**src/rtl/logic_unit_arbiter.sv**
```systemverilog
// logic_unit_arbiter: shares one bitwise logic unit (XOR/AND/OR/XNOR) among NREQ requesters.
// Latency: handshake at edge T, result registered at T+1, rsp_valid seen in the cycle after T+1.
// Backpressure: rsp_ready low holds the response in RESP; no new grants are issued until it is taken.
//
// Ports:
//   clk, rst             - rising-edge clock, asynchronous active-high reset
//   req_valid/req_ready  - per-requester handshake; req_ready is one-hot or zero
//   req_a/req_b/req_op   - per-requester operands (WIDTH each) and 2-bit opcode, requester i at slot i
//   rsp_valid/rsp_ready  - result handshake
//   rsp_id/rsp_data      - owner of the result and the result itself, stable while rsp_valid
//   busy                 - high whenever a transaction is in flight (FSM not idle)
//
// Optional build macro LOGIC_ARB_STATS_EN adds op_count and stall_count (16-bit saturating).
// Without it neither port nor any counter logic exists.

module logic_unit_arbiter #(
  parameter int WIDTH = 16,
  parameter int NREQ  = 4,
  parameter int IDW   = 2
) (
  input  logic                  clk,
  input  logic                  rst,
  input  logic [NREQ-1:0]       req_valid,
  output logic [NREQ-1:0]       req_ready,
  input  logic [NREQ*WIDTH-1:0] req_a,
  input  logic [NREQ*WIDTH-1:0] req_b,
  input  logic [NREQ*2-1:0]     req_op,
  output logic                  rsp_valid,
  input  logic                  rsp_ready,
  output logic [IDW-1:0]        rsp_id,
  output logic [WIDTH-1:0]      rsp_data,
  output logic                  busy
`ifdef LOGIC_ARB_STATS_EN
  ,
  output logic [15:0]           op_count,
  output logic [15:0]           stall_count
`endif
);

  typedef enum logic [1:0] {
    S_IDLE = 2'd0,
    S_EXEC = 2'd1,
    S_RESP = 2'd2
  } state_t;

  state_t           r_state;
  state_t           w_state_nxt;

  // Round-robin pointer: the requester granted most recently.
  logic [IDW-1:0]   r_last_grant;

  // Operand register, loaded only on the request handshake.
  logic [WIDTH-1:0] r_a;
  logic [WIDTH-1:0] r_b;
  logic [1:0]       r_op;
  logic [IDW-1:0]   r_id;

  logic             w_grant_found;
  logic [IDW-1:0]   w_grant_idx;
  int               w_idx;
  logic             w_fire;
  logic             w_rsp_fire;
  logic [WIDTH-1:0] w_sel_a;
  logic [WIDTH-1:0] w_sel_b;
  logic [1:0]       w_sel_op;
  logic [WIDTH-1:0] w_result;

  // ------------------------------------------------------------------
  // Round-robin search starting just after the last winner.
  // The loop walks from the farthest candidate back to the nearest so
  // the last hit written is the highest-priority one; this avoids a
  // break and keeps the search a flat priority mux.
  // ------------------------------------------------------------------
  always_comb begin
    w_grant_found = 1'b0;
    w_grant_idx   = '0;
    w_idx         = 0;
    for (int k = NREQ; k >= 1; k--) begin
      w_idx = (int'(r_last_grant) + k) % NREQ;
      if (req_valid[IDW'(w_idx)]) begin
        w_grant_found = 1'b1;
        w_grant_idx   = IDW'(w_idx);
      end
    end
  end

  // Handshake only happens in IDLE; the granted bit is the only ready bit.
  assign w_fire     = (r_state == S_IDLE) && w_grant_found;
  assign w_rsp_fire = (r_state == S_RESP) && rsp_ready;

  // Ready is gated by rst so a held request cannot be acknowledged while
  // the block is being reset.
  always_comb begin
    req_ready = '0;
    for (int i = 0; i < NREQ; i++) begin
      req_ready[i] = !rst && w_fire && (w_grant_idx == IDW'(i));
    end
  end

  // Operand select for the winning requester.
  always_comb begin
    w_sel_a  = '0;
    w_sel_b  = '0;
    w_sel_op = '0;
    for (int i = 0; i < NREQ; i++) begin
      if (w_grant_idx == IDW'(i)) begin
        w_sel_a  = req_a[i*WIDTH +: WIDTH];
        w_sel_b  = req_b[i*WIDTH +: WIDTH];
        w_sel_op = req_op[i*2 +: 2];
      end
    end
  end

  // ------------------------------------------------------------------
  // FSM: state register
  // ------------------------------------------------------------------
  always_ff @(posedge clk or posedge rst) begin
    if (rst) begin
      r_state <= S_IDLE;
    end else begin
      r_state <= w_state_nxt;
    end
  end

  // FSM: next state and state-decoded outputs
  always_comb begin
    w_state_nxt = r_state;
    rsp_valid   = 1'b0;
    busy        = 1'b1;
    case (r_state)
      S_IDLE: begin
        busy = 1'b0;
        if (w_fire) begin
          w_state_nxt = S_EXEC;
        end
      end
      S_EXEC: begin
        w_state_nxt = S_RESP;
      end
      S_RESP: begin
        rsp_valid = 1'b1;
        if (rsp_ready) begin
          w_state_nxt = S_IDLE;
        end
      end
      default: begin
        w_state_nxt = S_IDLE;
        busy        = 1'b0;
      end
    endcase
  end

  // ------------------------------------------------------------------
  // Shared bitwise unit, fed only from the operand register so input
  // changes after the handshake never reach the result.
  // ------------------------------------------------------------------
  always_comb begin
    w_result = '0;
    case (r_op)
      2'b00:   w_result = r_a ^ r_b;
      2'b01:   w_result = r_a & r_b;
      2'b10:   w_result = r_a | r_b;
      default: w_result = ~(r_a ^ r_b);
    endcase
  end

  // Operand capture, round-robin pointer and the registered execute stage.
  always_ff @(posedge clk or posedge rst) begin
    if (rst) begin
      r_a          <= '0;
      r_b          <= '0;
      r_op         <= '0;
      r_id         <= '0;
      r_last_grant <= IDW'(NREQ - 1);
      rsp_data     <= '0;
      rsp_id       <= '0;
    end else begin
      if (w_fire) begin
        r_a          <= w_sel_a;
        r_b          <= w_sel_b;
        r_op         <= w_sel_op;
        r_id         <= w_grant_idx;
        r_last_grant <= w_grant_idx;
      end
      // rsp_data/rsp_id only change leaving EXEC, so they stay put in RESP.
      if (r_state == S_EXEC) begin
        rsp_data <= w_result;
        rsp_id   <= r_id;
      end
    end
  end

`ifdef LOGIC_ARB_STATS_EN
  // Saturating counters: accepted responses and RESP cycles stalled by the consumer.
  always_ff @(posedge clk or posedge rst) begin
    if (rst) begin
      op_count    <= '0;
      stall_count <= '0;
    end else begin
      if (w_rsp_fire && (op_count != 16'hFFFF)) begin
        op_count <= op_count + 16'd1;
      end
      if ((r_state == S_RESP) && !rsp_ready && (stall_count != 16'hFFFF)) begin
        stall_count <= stall_count + 16'd1;
      end
    end
  end
`else
  // Response-accept strobe only feeds the counters.
  logic w_unused;
  assign w_unused = w_rsp_fire;
`endif

endmodule

```
**config.mk**
```make
export PLATFORM = sky130hd
export DESIGN_NAME = logic_unit_arbiter
export DESIGN_NICKNAME = d
export VERILOG_FILES = /design/src/rtl/logic_unit_arbiter.sv
export SDC_FILE = /design/constraint.sdc
export NUM_CORES = 1
export LEC_CHECK = 0
export CAP_MARGIN = 20
export CORE_ASPECT_RATIO = 1.75
export CORE_UTILIZATION = 45
export DETAILED_ROUTE_END_ITERATION = 10
export PLACE_DENSITY = 0.83
export SYNTH_ARGS = -nofsm -noshare
export SYNTH_HDL_FRONTEND = slang
export SYNTH_SLANG_ARGS = --single-unit
```
**constraint.sdc**
```tcl
create_clock -name clk -period 2.4 [get_ports clk]
set_clock_uncertainty 0.15 [all_clocks]
set_input_delay 0.6 -clock clk [delete_from_list [all_inputs] [get_ports clk]]
set_output_delay 0.6 -clock clk [all_outputs]
set_load 0.005 [all_outputs]
```
# After elaboration in Yosys (flattened, before gate mapping)
# Cells that the tools add are included.
# word_totals
inputBits,143
wordCells,79
regBits,58
output_inout_bits,24
# op_classes
order_cmp,4
bitwise_logic,4
n_mux,38
n_eq_ne,9
n_addsub,4
n_reduce_logical,12
# ops
cell,count
$mux W16,8
$pmux W16 S3,1
$mux W2,10
$and A16 B16 Y16,1
$lt A2 B4 Y1 const B,4
$not A16 Y16,1
$or A16 B16 Y16,1
$xor A16 B16 Y16,1
$mux W1,14
$bmux W1 S2,4
$eq A2 B2 Y1 const B,4
$eq A2 B1 Y1 const B,3
$logic_and A1 B1 Y1,6
$logic_not A2 Y1,3
$pmux W2 S3,1
$add A2 B1 Y2 const B,2
$add A2 B2 Y2 const B,2
$ne A2 B2 Y1 const B,2
$reduce_and A2 Y1,1
$reduce_or A2 Y1,1
$logic_not A1 Y1,1

# Logic depth before layout (Yosys ltp)
# depth
word_depth,13
mapped_depth,7
mapped_depth_nobuf,6

# Worst setup path after synthesis
# Ideal clock, no wire load.
# synth_timing
kind,input to output
from,in req_valid[3]
to,out req_ready[2]
t_required_ps,1650
path_slack_ps,75
path_buffers,2
t_arrival_ps,1575
path_stages,7
cell_sequence,and2b_1 nor2_1 a21o_1 or2_1 buf_6 buf_6 nor3_1
# synth_between
elab_chain_len,10
elab_cells_between_ends,24
cone_classes,eq/ne (1); mux (20); reduce/logical (3)
# synth_lines
item,line_no,text
"start, declared",23,"input logic [NREQ-1:0] req_valid,"
$bmux W1 S2,80,if (req_valid[IDW'(w_idx)]) begin
$mux W1 (implied by the code) (2 in a row),80,
$mux W1 (4 in a row),80,
$logic_and A1 B1 Y1,88,assign w_fire = (r_state == S_IDLE) && w_grant_found;
$logic_and A1 B1 Y1,96,req_ready[i] = !rst && w_fire && (w_grant_idx == IDW'(i));
$logic_and A1 B1 Y1 (*),96,
"end, declared",24,"output logic [NREQ-1:0] req_ready,"
# Mark *: on every way between the ends. The rest lies on a longest branch, timed or not. The select of a mux whose other input is x is not followed.

# Worst setup path after layout
# layout_timing
from,reg r_last_grant[0]
to,out req_ready[3]
# layout_between
elab_chain_len,11
elab_cells_between_ends,28
cone_classes,add/sub (4); eq/ne (1); mux (20); reduce/logical (3)
# layout_lines
item,line_no,text
"start, declared",50,logic [IDW-1:0] r_last_grant;
"start signal, assigned",174,r_last_grant <= IDW'(NREQ - 1);
"start signal, assigned",183,r_last_grant <= w_grant_idx;
$add A2 B1 Y2,79,w_idx = (int'(r_last_grant) + k) % NREQ;
$bmux W1 S2,80,
$mux W1 (implied by the code) (2 in a row),80,
$mux W1 (4 in a row),80,
$logic_and A1 B1 Y1,88,
$logic_and A1 B1 Y1,96,
$logic_and A1 B1 Y1 (*),96,
# Marked as above.

==> results.sh <==
export IMPL_critPathCaptureType="primary output"
export IMPL_status="finished with violations"
export IMPL_timing_fmax_mhz=395
export IMPL_die_area_um2=9840
export IMPL_synth_nets=595
export IMPL_die_x_um=75.4
export IMPL_place_ws_ps=-865
export IMPL_ant_nets=0
export IMPL_muxShareOfSynthArea_pct=25.1
export IMPL_synthAdderAreaFrac_pct=10.9
export IMPL_slew_headroom_pct=30.3
export IMPL_critPathMaxStageDelay_ps=550
export IMPL_clk_latency_ps=330
export IMPL_layout_common_cells="158 x clkdlybuf4s50_1, 68 x mux2i_1, 56 x dfrtp_1"
export IMPL_violations="setup timing"
export IMPL_max_cap_violations=0
export IMPL_vias=3837
export IMPL_gp_congestion=0.768
export IMPL_cts_hold_fix_buffers=0
export IMPL_clockBufferDepth=2
export IMPL_root_buffer="clkbuf_16"
export IMPL_final_common_cell="clkdlybuf4s50_1"
export IMPL_rsz0062_at_grt="true"
export IMPL_viasPerCell=5.44
export IMPL_antenna_found_initial=0
export IMPL_path_cells="nand2b_4 -> o22ai_2 -> a21o_1 -> or2_4 -> nor3b_2 -> buf_2"
export IMPL_syn_avg_cell_area_um2=10.2
export IMPL_final_layout_size_suffix_gt1_share_pct=15.2
export IMPL_fin_ws_ps=-134
export IMPL_io_pins=167
export IMPL_cts_tree="yes"
export IMPL_crit_family="flip-flops"
export IMPL_netlist_area_leader_share_pct=33.0
export IMPL_synth_seq_cells=58
export IMPL_hold_path_class="flop to flop"
export IMPL_critPathMaxFanout=3
export IMPL_h_tree_depth=3
export IMPL_ir_drop_uv=930
export IMPL_utilization_pct=69.7
export IMPL_drc=0
export IMPL_slew_violations=0
export IMPL_arrival_ps=1780
export IMPL_leakage_nw=2.87
export IMPL_synth_seq_area_share_pct=34.3
export IMPL_initial_core_util_pct=46.7
export IMPL_overflow=0
export IMPL_min_period_ps=2530
export IMPL_grt_use_total_pct=24.8
export IMPL_worstSetupPathType="flop to primary output"
export IMPL_synth_cells=415
export IMPL_whs_ps=340
export IMPL_finalHoldViolCount=0
export IMPL_synth_top_family_by_area="multiplexers"
export IMPL_first_pass_iters=4
export IMPL_crit_buf_inv=1
export IMPL_yosys_area_share_simple_pct=8.61
export IMPL_p_per_area_nw_per_um2=1170
export IMPL_dp_final_hpwl_um=8640
export IMPL_worstMarginPinSlew_ps=1050
export IMPL_grt_pass1_vias=3963
export IMPL_n_antenna_cell=0
export IMPL_setup_viol=4
export IMPL_yosysTopAreaCell="dfrtp_1"
export IMPL_wl_per_cell_um=16.9
export IMPL_yosys_cell_types_count=30
export IMPL_drt_initial_drc_count=184
export IMPL_die_h_um=130
export IMPL_cp_required_ps=1650
export IMPL_synth_xor_area_share_pct=0
export IMPL_cts_buffers=9
export IMPL_coreArea_um2=9090
export IMPL_nNetsFinal=762
export IMPL_crit_path_start_kind="flop"
export IMPL_multi_input_area_um2=2520
export IMPL_syn_area_um2=4240
export IMPL_r2r_slack_ps=200
export IMPL_io_buffers=166
export IMPL_nFillCells=716
export IMPL_wl_um=11900
export IMPL_synth_compound_area_share_pct=13.1
export IMPL_clock_sinks=58
export IMPL_period_share_pct=106
export IMPL_seq_area_um2=1450
export IMPL_path_clk_slew_ps=40
export IMPL_synth_area_leaders="dfrtp_1 33%, mux2i_1 16%, ha_1 11%"
export IMPL_grt_pass1_wl_um=18300
export IMPL_critical_path_slowest_cell="dfstp_2"
export IMPL_syn2layout_area_growth_pct=49.4
export IMPL_rows=46
export IMPL_grt_max_degree=69
export IMPL_synth_warning_count=0
[cell families after synthesis]
logic type / Yosys count
compound gates: 75
fa+ha+maj: 37
buf+inv: 66
flops: 58
mux: 102
simple gates: 77
[what timing repair did]
item,in CTS,in global routing
cloned,0,1
endpoints found under the setup margin,38,32
pin swaps,6,6
buffers inserted,1,0
gates resized for setup,37,7
[sequential cells by signal (all words and copies together), names as in the netlist]
| signal | flops |
|---|---|
| r_a | 16 |
| r_b | 16 |
| r_id | 2 |
| r_last_grant | 2 |
| r_op | 2 |
| r_state | 2 |
| rsp_data | 16 |
| rsp_id | 2 |
[cells in the mapped netlist]
library cell / number
dfstp_2: 2
o22ai_1: 1
a21o_1: 1
nand2_1: 41
buf_2: 11
buf_4: 1
buf_1: 1
clkbuf_1: 7
a21boi_1: 1
a211oi_1: 16
nor3_1: 2
dfrtp_1: 56
o221ai_1: 34
or2_1: 1
nand2b_1: 2
nor2_1: 8
nor3b_1: 1
o21ai_1: 1
nor4_1: 1
mux2i_1: 68
o211ai_2: 1
a21oi_1: 17
nor3b_2: 1
and2b_1: 1
mux2_2: 34
inv_1: 36
ha_1: 37
nor2b_1: 19
o21ai_0: 3
buf_6: 10
[final timing paths]
check | startpoint | to | depth (start not counted)
worst max-delay path | r_last_grant[0]$_DFFE_PP1P_ | req_ready[3] | 6
worst min-delay path | r_id[1]$_DFFE_PP0P_ | r_id[1]$_DFFE_PP0P_ | 2
worst max register to register | r_last_grant[0]$_DFFE_PP1P_ | r_a[3]$_DFFE_PP0P_ | 7
worst min register to register | r_id[1]$_DFFE_PP0P_ | r_id[1]$_DFFE_PP0P_ | 2
max in group asynchronous | rst | r_last_grant[0]$_DFFE_PP1P_ | 4
min in group asynchronous | rst | r_b[8]$_DFFE_PP0P_ | 4
[worst register-to-register path, stage by stage (launching register included)]
cell,delay (ps)
dfstp_2,550
and2b_1,220
o21ai_2,190
o211ai_4,130
buf_4,200
buf_16,190
mux2i_1,270
o221ai_1,150
[report_power, final]
group	switching [W]	total [W]	internal (W)
Sequential	0.000459	0.00197	0.00151
Clock	0.000394	0.00111	0.000713
Combinational	0.00201	0.00433	0.00233
Total	0.00286	0.00741	0.00455
[final cells by class]
type | instances | share of cell area (%)
well taps | 120 | 2.37
flip-flops and latches | 58 | 22.9
multi-input cells | 291 | 39.7
repair buffers | 186 | 28.8
clock buffers | 14 | 4.01
inverters | 36 | 2.13
[layer usage]
metal  wire, um  track usage (%)  vias to the layer above
met1       4460             28.5                     1856
met5          0                0                        -
met4        414             12.5                        0
met3        465             3.30                       28
met2       6550             43.9                      133
li1           -                -                     1820
[metrics by stage]
stage               power, W  area [um^2]  TNS, ps  std cells
finish               0.00741         6340     -402        705
global route         0.00799         6340     -647        705
CTS                  0.00738         6310     -383        704
detailed placement   0.00617         6020   -21580        689
global placement     0.00594         6020   -18010        689
floorplan            0.00488         4240        0        415
No activity file was read; power rests on OpenSTA's default activity.
